File: src/rtl/microwave_pkg.sv
// Shared types and helpers for the microwave cook timer.
package microwave_pkg;

  typedef enum logic [1:0] {T_SETUP, T_RUN, T_DONE} timer_state_t;

  typedef struct packed {
    logic [3:0] min;
    logic [3:0] s10;
    logic [3:0] s1;
  } bcd_time_t;

  localparam bcd_time_t TIME_ZERO = '0;

  // One-second BCD decrement; callers only use it on a non-zero time.
  function automatic bcd_time_t bcd_dec(input bcd_time_t t);
    bcd_time_t r;
    r = t;
    if (t.s1 != 4'd0) begin
      r.s1 = t.s1 - 4'd1;
    end else begin
      r.s1 = 4'd9;
      if (t.s10 != 4'd0) begin
        r.s10 = t.s10 - 4'd1;
      end else begin
        r.s10 = 4'd5;
        r.min = t.min - 4'd1;
      end
    end
    return r;
  endfunction

endpackage

File: src/rtl/mw_prescaler.sv
// Seconds prescaler: counts enabled cycles and flags the last cycle of each second.
module mw_prescaler #(
  parameter int TICKS_PER_SEC = 50_000_000
) (
  input  logic clk,
  input  logic nrst,
  input  logic en,
  input  logic clr,
  output logic tick
);

  localparam int W = $clog2(TICKS_PER_SEC);
  localparam logic [W-1:0] LAST = W'(TICKS_PER_SEC - 1);

  logic [W-1:0] cnt;

  assign tick = en && (cnt == LAST);

  always_ff @(posedge clk or negedge nrst) begin
    if (!nrst) begin
      cnt <= '0;
    end else if (clr) begin
      cnt <= '0;
    end else if (en) begin
      cnt <= tick ? '0 : cnt + 1'b1;
    end
  end

endmodule

File: src/rtl/microwave_timer.sv
// Cook-time entry and countdown feeding the microwave control FSM.
//
// state   | meaning
// T_SETUP | keys edit the BCD time, start key launches a cook
// T_RUN   | time counts down while the FSM drives heat
// T_DONE  | finish held until the FSM has rung the bell and the door opens
module microwave_timer
  import microwave_pkg::*;
#(
  parameter int TICKS_PER_SEC = 50_000_000
) (
  input  logic       clk,
  input  logic       nrst,
  input  logic       door,
  input  logic       key_min,
  input  logic       key_sec10,
  input  logic       key_start,
  input  logic       key_clear,
  input  logic       heat,
  input  logic       bell,
  output logic       start,
  output logic       finish,
  output logic [3:0] disp_min,
  output logic [3:0] disp_s10,
  output logic [3:0] disp_s1,
  output logic       running
);

  timer_state_t state;
  bcd_time_t    tm;
  bcd_time_t    tm_dec;
  logic         seen_bell;
  logic [3:0]   key_q;
  logic [3:0]   keys;
  logic [3:0]   key_edge;
  logic         start_go;
  logic         tick;

  assign keys     = {key_start, key_clear, key_min, key_sec10};
  assign key_edge = keys & ~key_q;
  assign tm_dec   = bcd_dec(tm);
  assign start_go = (state == T_SETUP) && key_edge[3] && (tm != TIME_ZERO) && !door;

  assign disp_min = tm.min;
  assign disp_s10 = tm.s10;
  assign disp_s1  = tm.s1;

  mw_prescaler #(.TICKS_PER_SEC(TICKS_PER_SEC)) u_prescaler (
    .clk  (clk),
    .nrst (nrst),
    .en   (heat & running),
    .clr  (start_go),
    .tick (tick)
  );

  always_ff @(posedge clk or negedge nrst) begin
    if (!nrst) begin
      state     <= T_SETUP;
      tm        <= TIME_ZERO;
      seen_bell <= 1'b0;
      key_q     <= '0;
      start     <= 1'b0;
      finish    <= 1'b0;
      running   <= 1'b0;
    end else begin
      key_q <= keys;
      start <= 1'b0;
      case (state)
        T_SETUP: begin
          // A start edge swallows every other key that cycle, even when refused.
          if (key_edge[3]) begin
            if (start_go) begin
              state   <= T_RUN;
              running <= 1'b1;
              start   <= 1'b1;
            end
          end else if (key_edge[2]) begin
            tm <= TIME_ZERO;
          end else if (key_edge[1]) begin
            tm.min <= (tm.min == 4'd9) ? 4'd0 : tm.min + 4'd1;
          end else if (key_edge[0]) begin
            tm.s10 <= (tm.s10 == 4'd5) ? 4'd0 : tm.s10 + 4'd1;
          end
        end
        T_RUN: begin
          if (key_edge[2]) begin
            tm      <= TIME_ZERO;
            state   <= T_DONE;
            running <= 1'b0;
            finish  <= 1'b1;
          end else if (tick) begin
            tm <= tm_dec;
            if (tm_dec == TIME_ZERO) begin
              state   <= T_DONE;
              running <= 1'b0;
              finish  <= 1'b1;
            end
          end
        end
        T_DONE: begin
          // Door opening before the bell is a pause; only BELL->OPEN releases.
          if (seen_bell && door) begin
            state     <= T_SETUP;
            finish    <= 1'b0;
            seen_bell <= 1'b0;
          end else if (bell) begin
            seen_bell <= 1'b1;
          end
        end
        default: begin
          state   <= T_SETUP;
          running <= 1'b0;
          finish  <= 1'b0;
        end
      endcase
    end
  end

endmodule

File: config.mk
export PLATFORM = sky130hd
export DESIGN_NAME = microwave_timer
export DESIGN_NICKNAME = d
export VERILOG_FILES = /design/src/rtl/microwave_pkg.sv /design/src/rtl/mw_prescaler.sv /design/src/rtl/microwave_timer.sv
export SDC_FILE = /design/constraint.sdc
export NUM_CORES = 1
export LEC_CHECK = 0
export ABC_AREA = 1
export ABC_CLOCK_PERIOD_IN_PS = 4700
export CORE_ASPECT_RATIO = 1.75
export CORE_MARGIN = 4
export CORE_UTILIZATION = 40
export CTS_CLUSTER_DIAMETER = 200
export DETAILED_ROUTE_END_ITERATION = 8
export GPL_TIMING_DRIVEN = 0
export MAX_ROUTING_LAYER = met4
export RECOVER_POWER = 25
export SYNTH_ARGS = -nofsm -noshare
export SYNTH_HDL_FRONTEND = slang
export SYNTH_SLANG_ARGS = --single-unit
File: constraint.sdc
create_clock -name clk -period 4.7 [get_ports clk]
set_input_delay 0.705 -clock clk [delete_from_list [all_inputs] [get_ports clk]]
set_output_delay 0.705 -clock clk [all_outputs]
set_load 0.02 [all_outputs]
---- Word-level counts from Yosys, hierarchy flattened ----
Cells that the tools add are included.
operators by class
  equality and inequality tests ........... 15
  bitwise logic cells ..................... 5
  $add $sub $neg .......................... 6
  mux-type cells .......................... 41
  reductions and logical operators ........ 21
operators by type and width
  cell                                                                 count
  26-bit 2-to-1 mux                                                    3
  12-bit 2-to-1 mux                                                    3
  4-bit 2-to-1 mux                                                     9
  26-bit by 1-bit adder with 26-bit output (second input constant)     1
  26-bit == test (second input constant)                               1
  12-bit case mux with 2 select lines                                  1
  8-bit 2-to-1 mux                                                     2
  5-bit AND reduction                                                  3
  1-bit 2-to-1 mux                                                     14
  12-bit zero test                                                     1
  2-bit 2-to-1 mux                                                     6
  3-bit inequality test (second input constant)                        4
  4-bit AND reduction                                                  3
  12-bit nonzero test                                                  1
  4-bit by 1-bit subtractor with 4-bit output (second input constant)  3
  2-bit inequality test (second input constant)                        5
  4-bit by 1-bit adder with 4-bit output (second input constant)       2
  4-bit nonzero test                                                   2
  1-bit case mux with 3 select lines                                   2
  2-bit case mux with 3 select lines                                   1
  2-bit nonzero test                                                   3
  1-bit logical AND                                                    5
  4-bit AND                                                            1
  4-bit by 3-bit == test with 1-bit output (second input constant)     1
  10 further kinds                                                     11
storage, ports and cells
  word-level logic and storage cells ...... 98
  output and inout port bits .............. 15
  bits in registers ....................... 48

---- Logic depth before layout (Yosys ltp) ----
Gate-level depths: netlist of run 1.
  depth after elaboration ................. 8
  gate-level depth with buffers ........... 15
  depth with buffers taken out ............ 15

---- Cells and area by module ----
A second synthesis of run 1 with hierarchy kept.
second synthesis, totals
  cell total of the unflattened synthesis .. 459
  area total of the unflattened synthesis .. 3347.0 µm²
by module, submodules not included
  module           sequential area each (µm²)  cells each  area an instance (µm²)  instances
  mw_prescaler     650.6                       251         1791.7                  1
  microwave_timer  550.5                       208         1555.2                  1

---- Worst setup path before layout of run 1 ----
OpenSTA, ideal clock, no wires.
  kind .................................... register to register
  start point ............................. register tm (netlist bit disp_s10[0])
  end point ............................... register running
  data arrival time ....................... 1699 ps
  stages on the path, launching flop included .. 12
  setup slack ............................. 2883 ps
  clock period less this slack ............ 1817 ps
  path buffers ............................ 1
  cells stage by stage .................... dfrtp_1 > inv_1 > ha_1 > nand2_2 > nor2_4 > nand4_2 > nand3_2 > buf_4 > o21ai_0 > nand2_1 > nand2_1 > nand2_1
on the way
  longest elaborated chain between the ends .. 6
  elaborated cells between the ends (all ways) .. 12
  those cells by class .................... add/sub (1); eq/ne (2); mux (3); reduce/logical (6)
ends and longest elaborated chain
  item                                                                               RTL line                                  RTL
  from (decl)                                                                        microwave_timer.sv:30                     bcd_time_t tm;
  from (signal assigned)                                                             microwave_timer.sv:92                     tm <= tm_dec;
  4-bit by 1-bit subtractor with 4-bit output or 4-bit nonzero test (tied branches)  microwave_pkg.sv:23, microwave_pkg.sv:22
  4-bit 2-to-1 mux                                                                   microwave_pkg.sv:22                       if (t.s10 != 4'd0) begin
  8-bit 2-to-1 mux                                                                   microwave_pkg.sv:18                       if (t.s1 != 4'd0) begin
  12-bit zero test                                                                   microwave_timer.sv:93                     if (tm_dec == TIME_ZERO) begin
  3-bit inequality test (no line)                                                    n/a
  5-bit AND reduction (no line) (*)                                                  n/a
  to (signal assigned)                                                               microwave_timer.sv:89                     running <= 1'b0;
  to (signal assigned)                                                               microwave_timer.sv:95                     running <= 1'b0;
  to (signal assigned)                                                               microwave_timer.sv:112                    running <= 1'b0;
  to (decl)                                                                          microwave_timer.sv:26                     output logic running
Every way passes the cells marked *; elsewhere a longest branch is shown, timed or not.
A chain may end at the register's enable or synchronous reset.

==> results.md, run 1 <==
* WS Path Type: in2async
* Hold Crit Class: in2async
* Post-Route WL at 8738 µm
* Cell area after synthesis at 3274 µm²
* Initial antenna violation count at 0
* Failing checks: capacitance limit, slew limit
* Critical path startpoint category: input port
* N_diodes at 0
* Peak supply drop at 0.2672 mV
* Min Tclk post-route at 2.793 ns
* Fillers at 830
* Num CTS Buffers at 5
* Initial Util at 41.12%
* Share of cells above drive strength 1 at 11.83%
* Chip height at 127.7 µm
* Pwr per Cell Area at 522.1 nW/µm²
* Core area at 7963 µm²
* CTS root buffer: clkbuf_16
* Vias in the first global route at 3064
* Post_cts resized at 0
* Largest area contributor in the netlist: dfrtp_1
* MaxCap Viol Count at 1
* Number of H-tree levels at 2
* IO Port Bufs at 23
* Reg-to-reg setup timing slack at 2.67 ns
* Reg2reg path depth at 14
* Setup Buffers After CTS at 0
* Static Leakage at 1.685 nW
* GP Congestion at 0.9831
* Hold slack final at 0.4024 ns
* Residual DRC at 0
* Area share of the largest cell type after synthesis at 36.68%
* Worst-skew pair later-pin latency at 0.30 ns
* Syn_nets at 467
* Mapped Cells at 450
* # IOs at 24
* Reg2reg start: disp_s10[0]
* Worst setup EP type: asynchronous set/reset pin
* Post-DP HPWL at 6943 µm
* Total clock sinks at 48
* Max Slew Vio Count at 38
* Fin crit share at 59.42%
* Achievable Freq at 0.3580 GHz
* Setup TNS at 0 ns
* Final core occ at 47.50%
* Post-route ant nets at 0
* Status: complete, but fails checks
* CTS tree: built
* WP data arrival at 2.78 ns
* Final setup viols at 0
* Area Overhead vs Synth at 15.51%
* Placed insts at 564
* Fin. Hold Viols at 0
* Remaining global-route overflow at 0
* Yosys reg bits at 48
* CP Max Fanout at 37
* Total GRT Usage at 19.54%
* Worst path required time at 4.68 ns
* TritonRoute pass-1 iters at 4
* Hold_buf cts at 0
* Worst slew pin tran at 2.105 ns
* Most frequent cells in the layout: nand2_1 (119), inv_1 (51), dfrtp_1 (48)
* Layout Cells excl Fill at 572
* CTS clock-pin slew for the worst setup and hold paths at 0.07 ns
* Syn Area/Cell at 7.276 µm²
* Via Count at 2989
* DR WL/cell at 15.28 µm
* Core Rows at 43
* Die ar. at 9755 µm²
* Synth warnings at 0
* Final #Nets at 498
* Initial DRC Count at 107
* Top post-synthesis cells by area: dfrtp_1 (37%), nand2_1 (14%), inv_1 (5.8%)
* Most common cell after layout, fill and taps aside: nand2_1
* Crit path buf inv count at 2
* Largest net degree at the start of global routing at 38
* CP delay by family, top: buffers and inverters
* Most frequent cell on the critical path: clkbuf_1
* Clock buffer depth at 2
* Max_slew headroom at -40.31%
* Reg-to-Reg End: running
* Slowest-stage cell, CP: clkbuf_1
* Via-to-Cell Ratio at 5.226
* Worst stage delay on the critical path at 1.56 ns
* Worst Skew at 0.009242 ns
* CP Cell Sequence: clkbuf_1 -> clkbuf_1
* RSZ-0062 raised after global routing: no
* Global-route wire length before repair at 14610 µm
* Sequential area share after synthesis at 36.68%
* Netlist cell types at 36
* Die W at 76.40 µm
per-layer routing:
metal	vias up	share of wire, %	GRT usage, %
met4	0	5.2	11.42
met5	-	0	-
li1	1523	-	-
met2	53	57	38.00
met3	24	2.0	2.180
met1	1389	36	18.05
worst max path at each step:
stage,start,to,depth (start not counted)
6_report,nrst,u_prescaler.cnt[21],2
4_1_cts,key_clear,disp_min[3],10
5_1_grt,nrst,u_prescaler.cnt[11],2
2_1_floorplan,disp_s10[0],running,11
3_5_place_dp,key_clear,disp_min[3],10
3_3_place_gp,nrst,seen_bell,1
metrics by stage:
step	power [mW]	area, µm²	worst slack (ns)
3_3_place_gp	1.567	3617	1.362
3_5_place_dp	1.577	3632	2.007
6_report	1.975	3782	1.907
4_1_cts	2.002	3800	2.322
2_1_floorplan	1.274	3274	2.883
5_1_grt	2.135	3782	1.384
sequential cells by signal, indices dropped and copies added (netlist names):
register	count
seen_bell	1
disp_min	4
u_prescaler.cnt	26
disp_s1	4
start	1
finish	1
key_q	4
state	2
running	1
disp_s10	4
final cells by class:
| class | instances | area [µm²] | area share (%) |
|---|---|---|---|
| Buffer | 5 | 42.54 | 1.125 |
| Clock buffer | 5 | 125.1 | 3.308 |
| Clock inverter | 3 | 42.54 | 1.125 |
| Inverter | 58 | 217.7 | 5.756 |
| Multi-Input combinational cell | 339 | 1813 | 47.93 |
| Sequential cell | 48 | 1201 | 31.76 |
| Tap cell | 90 | 112.6 | 2.977 |
| Timing Repair Buffer | 24 | 227.7 | 6.020 |
Yosys cell counts:
master	count
nand2_1	119
inv_1	51
dfrtp_1	48
nor2_1	44
nand3_1	22
o21ai_0	22
a21oi_1	19
nand4_1	17
xor2_1	17
nor3_1	13
ha_1	8
inv_2	7
nand2_2	7
nor2_2	7
o21ai_1	6
nand2_4	5
nor2_4	5
nand3b_1	4
o21ai_2	4
nand3_2	3
a22o_1	2
buf_4	2
buf_6	2
nor3_2	2
o31ai_1	2
or2_2	2
a211oi_1	1
a31oi_1	1
and3_1	1
buf_2	1
nand4_2	1
nor3b_1	1
o211ai_2	1
o21a_1	1
o22ai_1	1
xnor2_1	1
logic make-up (layout without fill, tap and decap cells):
kind of cell             count (synthesis)  after routing  synth area share, %
AO/OA/AOI/OAI                           60             60                10.47
XOR/XNOR                                18             18                4.815
adder cells (fa/ha/maj)                  8              8                3.057
buffers and inverters                   63             95                7.948
flip-flops                              48             48                36.68
AND/OR/NAND/NOR                        253            253                37.03
power by group:
part / internal [mW] / switching (mW) / total [mW]
Sequential: 0.506 / 0.124 / 0.630
Combinational: 0.338 / 0.594 / 0.932
Clock: 0.250 / 0.162 / 0.413
Total: 1.10 / 0.880 / 1.97
No activity file was read; power rests on OpenSTA's default activity.
==> inputs of run 2 (changes only) <==
--- a/config.mk
+++ b/config.mk
@@ -6,7 +6,7 @@
 export NUM_CORES = 1
 export LEC_CHECK = 0
 export ABC_AREA = 1
-export ABC_CLOCK_PERIOD_IN_PS = 4700
+export ABC_CLOCK_PERIOD_IN_PS = 2400
 export CORE_ASPECT_RATIO = 1.75
 export CORE_MARGIN = 4
 export CORE_UTILIZATION = 40
==> constraint.sdc (replaced) <==
create_clock -name clk -period 2.4 [get_ports clk]
set_input_delay 0.36 -clock clk [delete_from_list [all_inputs] [get_ports clk]]
set_output_delay 0.36 -clock clk [all_outputs]
set_load 0.02 [all_outputs]
==> results.md, run 2 (synthesis gave the netlist of run 1 again) <==
* Hold EP: finish
* N_diodes at 0 (unchanged)
* Share of cells above drive strength 1 at 12.01% (+0.18 points)
* Crit path buf inv count at 4 (+2)
* Num CTS Buffers at 5 (unchanged)
* Min Tclk post-route at 2.090 ns
* Setup TNS at 0 ns (unchanged)
* CTS clock-pin slew for the worst setup and hold paths at 0.07 ns (about the same)
* Post-DP HPWL at 6943 µm (unchanged)
* TritonRoute pass-1 iters at 4 (unchanged)
* Initial antenna violation count at 0 (unchanged)
* Hold Crit Class: reg2reg
* Most common cell after layout, fill and taps aside: nand2_1
* Reg-to-Reg End: running
* Post-route ant nets at 0 (unchanged)
* Via-to-Cell Ratio at 5.257 (+0.59%)
* Worst Skew at 0.009585 ns (+0.0003424 ns)
* Max reg flops at 26 (unchanged)
* Initial DRC Count at 111 (+3.7%)
* Hold path startpoint: finish
* Core area at 7963 µm² (unchanged)
* Static Leakage at 1.694 nW (+0.49%)
* Worst-skew pair later-pin latency at 0.30 ns (about the same)
* Slowest-stage cell, CP: dlygate4sd3_1
* Largest net degree at the start of global routing at 38 (unchanged)
* Post_cts resized at 0 (unchanged)
* Core Rows at 43 (unchanged)
* Achievable Freq at 0.4784 GHz
* Total GRT Usage at 19.58% (+0.046 points)
* GP Congestion at 0.9831 (unchanged)
* Setup Buffers After CTS at 0 (unchanged)
* Fin. Hold Viols at 0 (unchanged)
* Die W at 76.40 µm (unchanged)
* IO Port Bufs at 23 (unchanged)
* Chip height at 127.7 µm (unchanged)
* Clock buffer depth at 2 (unchanged)
* Pwr per Cell Area at 1020 nW/µm² (+95%)
* Peak supply drop at 0.5243 mV (+96%)
* Worst path required time at 2.59 ns (-2.09 ns)
* Reg2reg start: disp_s10[0]
* Initial Util at 41.12% (unchanged)
* Final Power at 3.871 mW (+96%)
* Critical path startpoint category: input port
* MaxCap Viol Count at 0 (-1)
* Reg-to-reg setup timing slack at 0.37 ns (-2.30 ns)
* CTS root buffer: clkbuf_16
* Worst slew pin tran at 0.9637 ns (-1.141 ns)
* CP delay by family, top: simple AND/OR/NAND/NOR gates
* Worst setup EP type: register
* Post-Route WL at 8807 µm (+0.79%)
* Status: complete, no violations
* Vias in the first global route at 3072 (+0.26%)
* Fin crit share at 87.09%
* Largest Register: u_prescaler.cnt
* Total clock sinks at 48 (unchanged)
* Via Count at 3012 (+0.77%)
* Area Overhead vs Synth at 15.86%
* CTS tree: built
* Most frequent cells in the layout: nand2_1 (119), inv_1 (51), dfrtp_1 (48)
* DR WL/cell at 15.37 µm (+0.61%)
* Critical path depth at 10 (+8)
* Remaining global-route overflow at 0 (unchanged)
* Worst stage delay on the critical path at 0.54 ns (-1.02 ns)
* Hold Path Stages at 2
* CP Cell Sequence: dlygate4sd3_1 -> inv_1 -> nor2_1 -> inv_1 -> nand2_1 -> nor2_1 -> nor2_4 -> inv_2 -> nand2_1 -> o21ai_2
* WP data arrival at 2.28 ns (-0.50 ns)
* Max_slew headroom at 35.75% (+76 points)
* RSZ-0062 raised after global routing: no
* Max Slew Vio Count at 0 (-100%)
* CP Max Fanout at 6 (-84%)
* Reg2reg path depth at 14 (unchanged)
* Number of H-tree levels at 2 (unchanged)
* WS Path Type: in2reg
* Final setup viols at 0 (unchanged)
* # IOs at 24 (unchanged)
* Global-route wire length before repair at 14650 µm (+0.28%)
* Residual DRC at 0 (unchanged)
* Hold slack final at 0.4731 ns (+0.07064 ns)
* Die ar. at 9755 µm² (unchanged)
* Fillers at 828 (-0.24%)
* Final #Nets at 499 (+0.20%)
[run 2: cell count changes in the layout (fill, tap and decap cells not counted)]
cell / previous run / this run
clkdlybuf4s50_1: 22 / 18
dlygate4sd3_1: 0 / 5
clkbuf_1: 2 / 1
clkbuf_2: 0 / 1
[run 2: through the flow]
| stage | cells | util (%) | cell area [µm²] | setup slack, ns |
|---|---|---|---|---|
| after global placement | 563 | 45.43 | 3617 | -0.5933 |
| after detailed placement | 564 | 45.62 | 3632 | 0.05158 |
| after CTS | 573 | 47.85 | 3810 | 0.3484 |
| after global routing | 573 | 47.64 | 3794 | 0.1026 |
| after floorplan | 450 | - | 3274 | 0.5829 |
| final | 573 | 47.64 | 3794 | 0.3099 |
[run 2: timing repair]
action,in CTS,in global routing
hold endpoints to repair,11,0
endpoints found under the setup margin,0,0
hold buffers,1,0
[run 2: how the worst max path moves through the flow]
stage | slack [ns] | from | endpoint
floorplan | 0.58 | disp_s10[0] | running
global placement | -0.59 | nrst | seen_bell
detailed placement | 0.05 | key_clear | disp_min[3]
CTS | 0.35 | disp_s10[0] | u_prescaler.cnt[0]
global route | 0.10 | nrst | u_prescaler.cnt[11]
finish | 0.31 | key_clear | disp_min[3]
[run 2: area by class of cell]
type	count	area (µm²)	area share, %
well taps	90	112.6	2.968
multi-input cells	339	1813	47.79
repair buffers	25	239.0	6.299
inverters	58	217.7	5.739
clock buffers	5	125.1	3.298
plain buffers	5	42.54	1.121
clock inverters	3	42.54	1.121
flip-flops and latches	48	1201	31.66
[run 2: per-layer routing]
metal / wire [µm] / share of wire [%] / vias to the layer above / global-route usage (%)
li1: - / - / 1529 / -
met1: 3143 / 36 / 1401 / 17.96
met2: 4983 / 57 / 56 / 38.26
met3: 215 / 2.4 / 26 / 2.180
met4: 464 / 5.3 / 0 / 11.42
met5: 0 / 0 / - / -
[run 2: worst reg2reg max path, delay by kind of cell, from the launching register on]
family,cells,cell delay (ns)
adder cells (fa/ha/maj),1,0.24
buffers and inverters,1,0.10
flip-flops,1,0.52
AND/OR/NAND/NOR,12,1.05
[run 2: power by group]
group          internal (mW)  switching [mW]  leakage, nW
combinational          0.663            1.16        0.978
sequential             0.992           0.243        0.636
clock                  0.490           0.319       0.0798
total                   2.14            1.73         1.69
==> inputs of run 3 (changes only) <==
--- a/config.mk
+++ b/config.mk
@@ -7,12 +7,14 @@
 export LEC_CHECK = 0
 export ABC_AREA = 1
 export ABC_CLOCK_PERIOD_IN_PS = 2400
+export CAP_MARGIN = 20
 export CORE_ASPECT_RATIO = 1.75
 export CORE_MARGIN = 4
 export CORE_UTILIZATION = 40
 export CTS_CLUSTER_DIAMETER = 200
 export DETAILED_ROUTE_END_ITERATION = 8
 export GPL_TIMING_DRIVEN = 0
+export HOLD_SLACK_MARGIN = 0.03
 export MAX_ROUTING_LAYER = met4
 export RECOVER_POWER = 25
 export SYNTH_ARGS = -nofsm -noshare
==> results of run 3 <==
Final layout, timing and power as in run 2 (identical DEF).
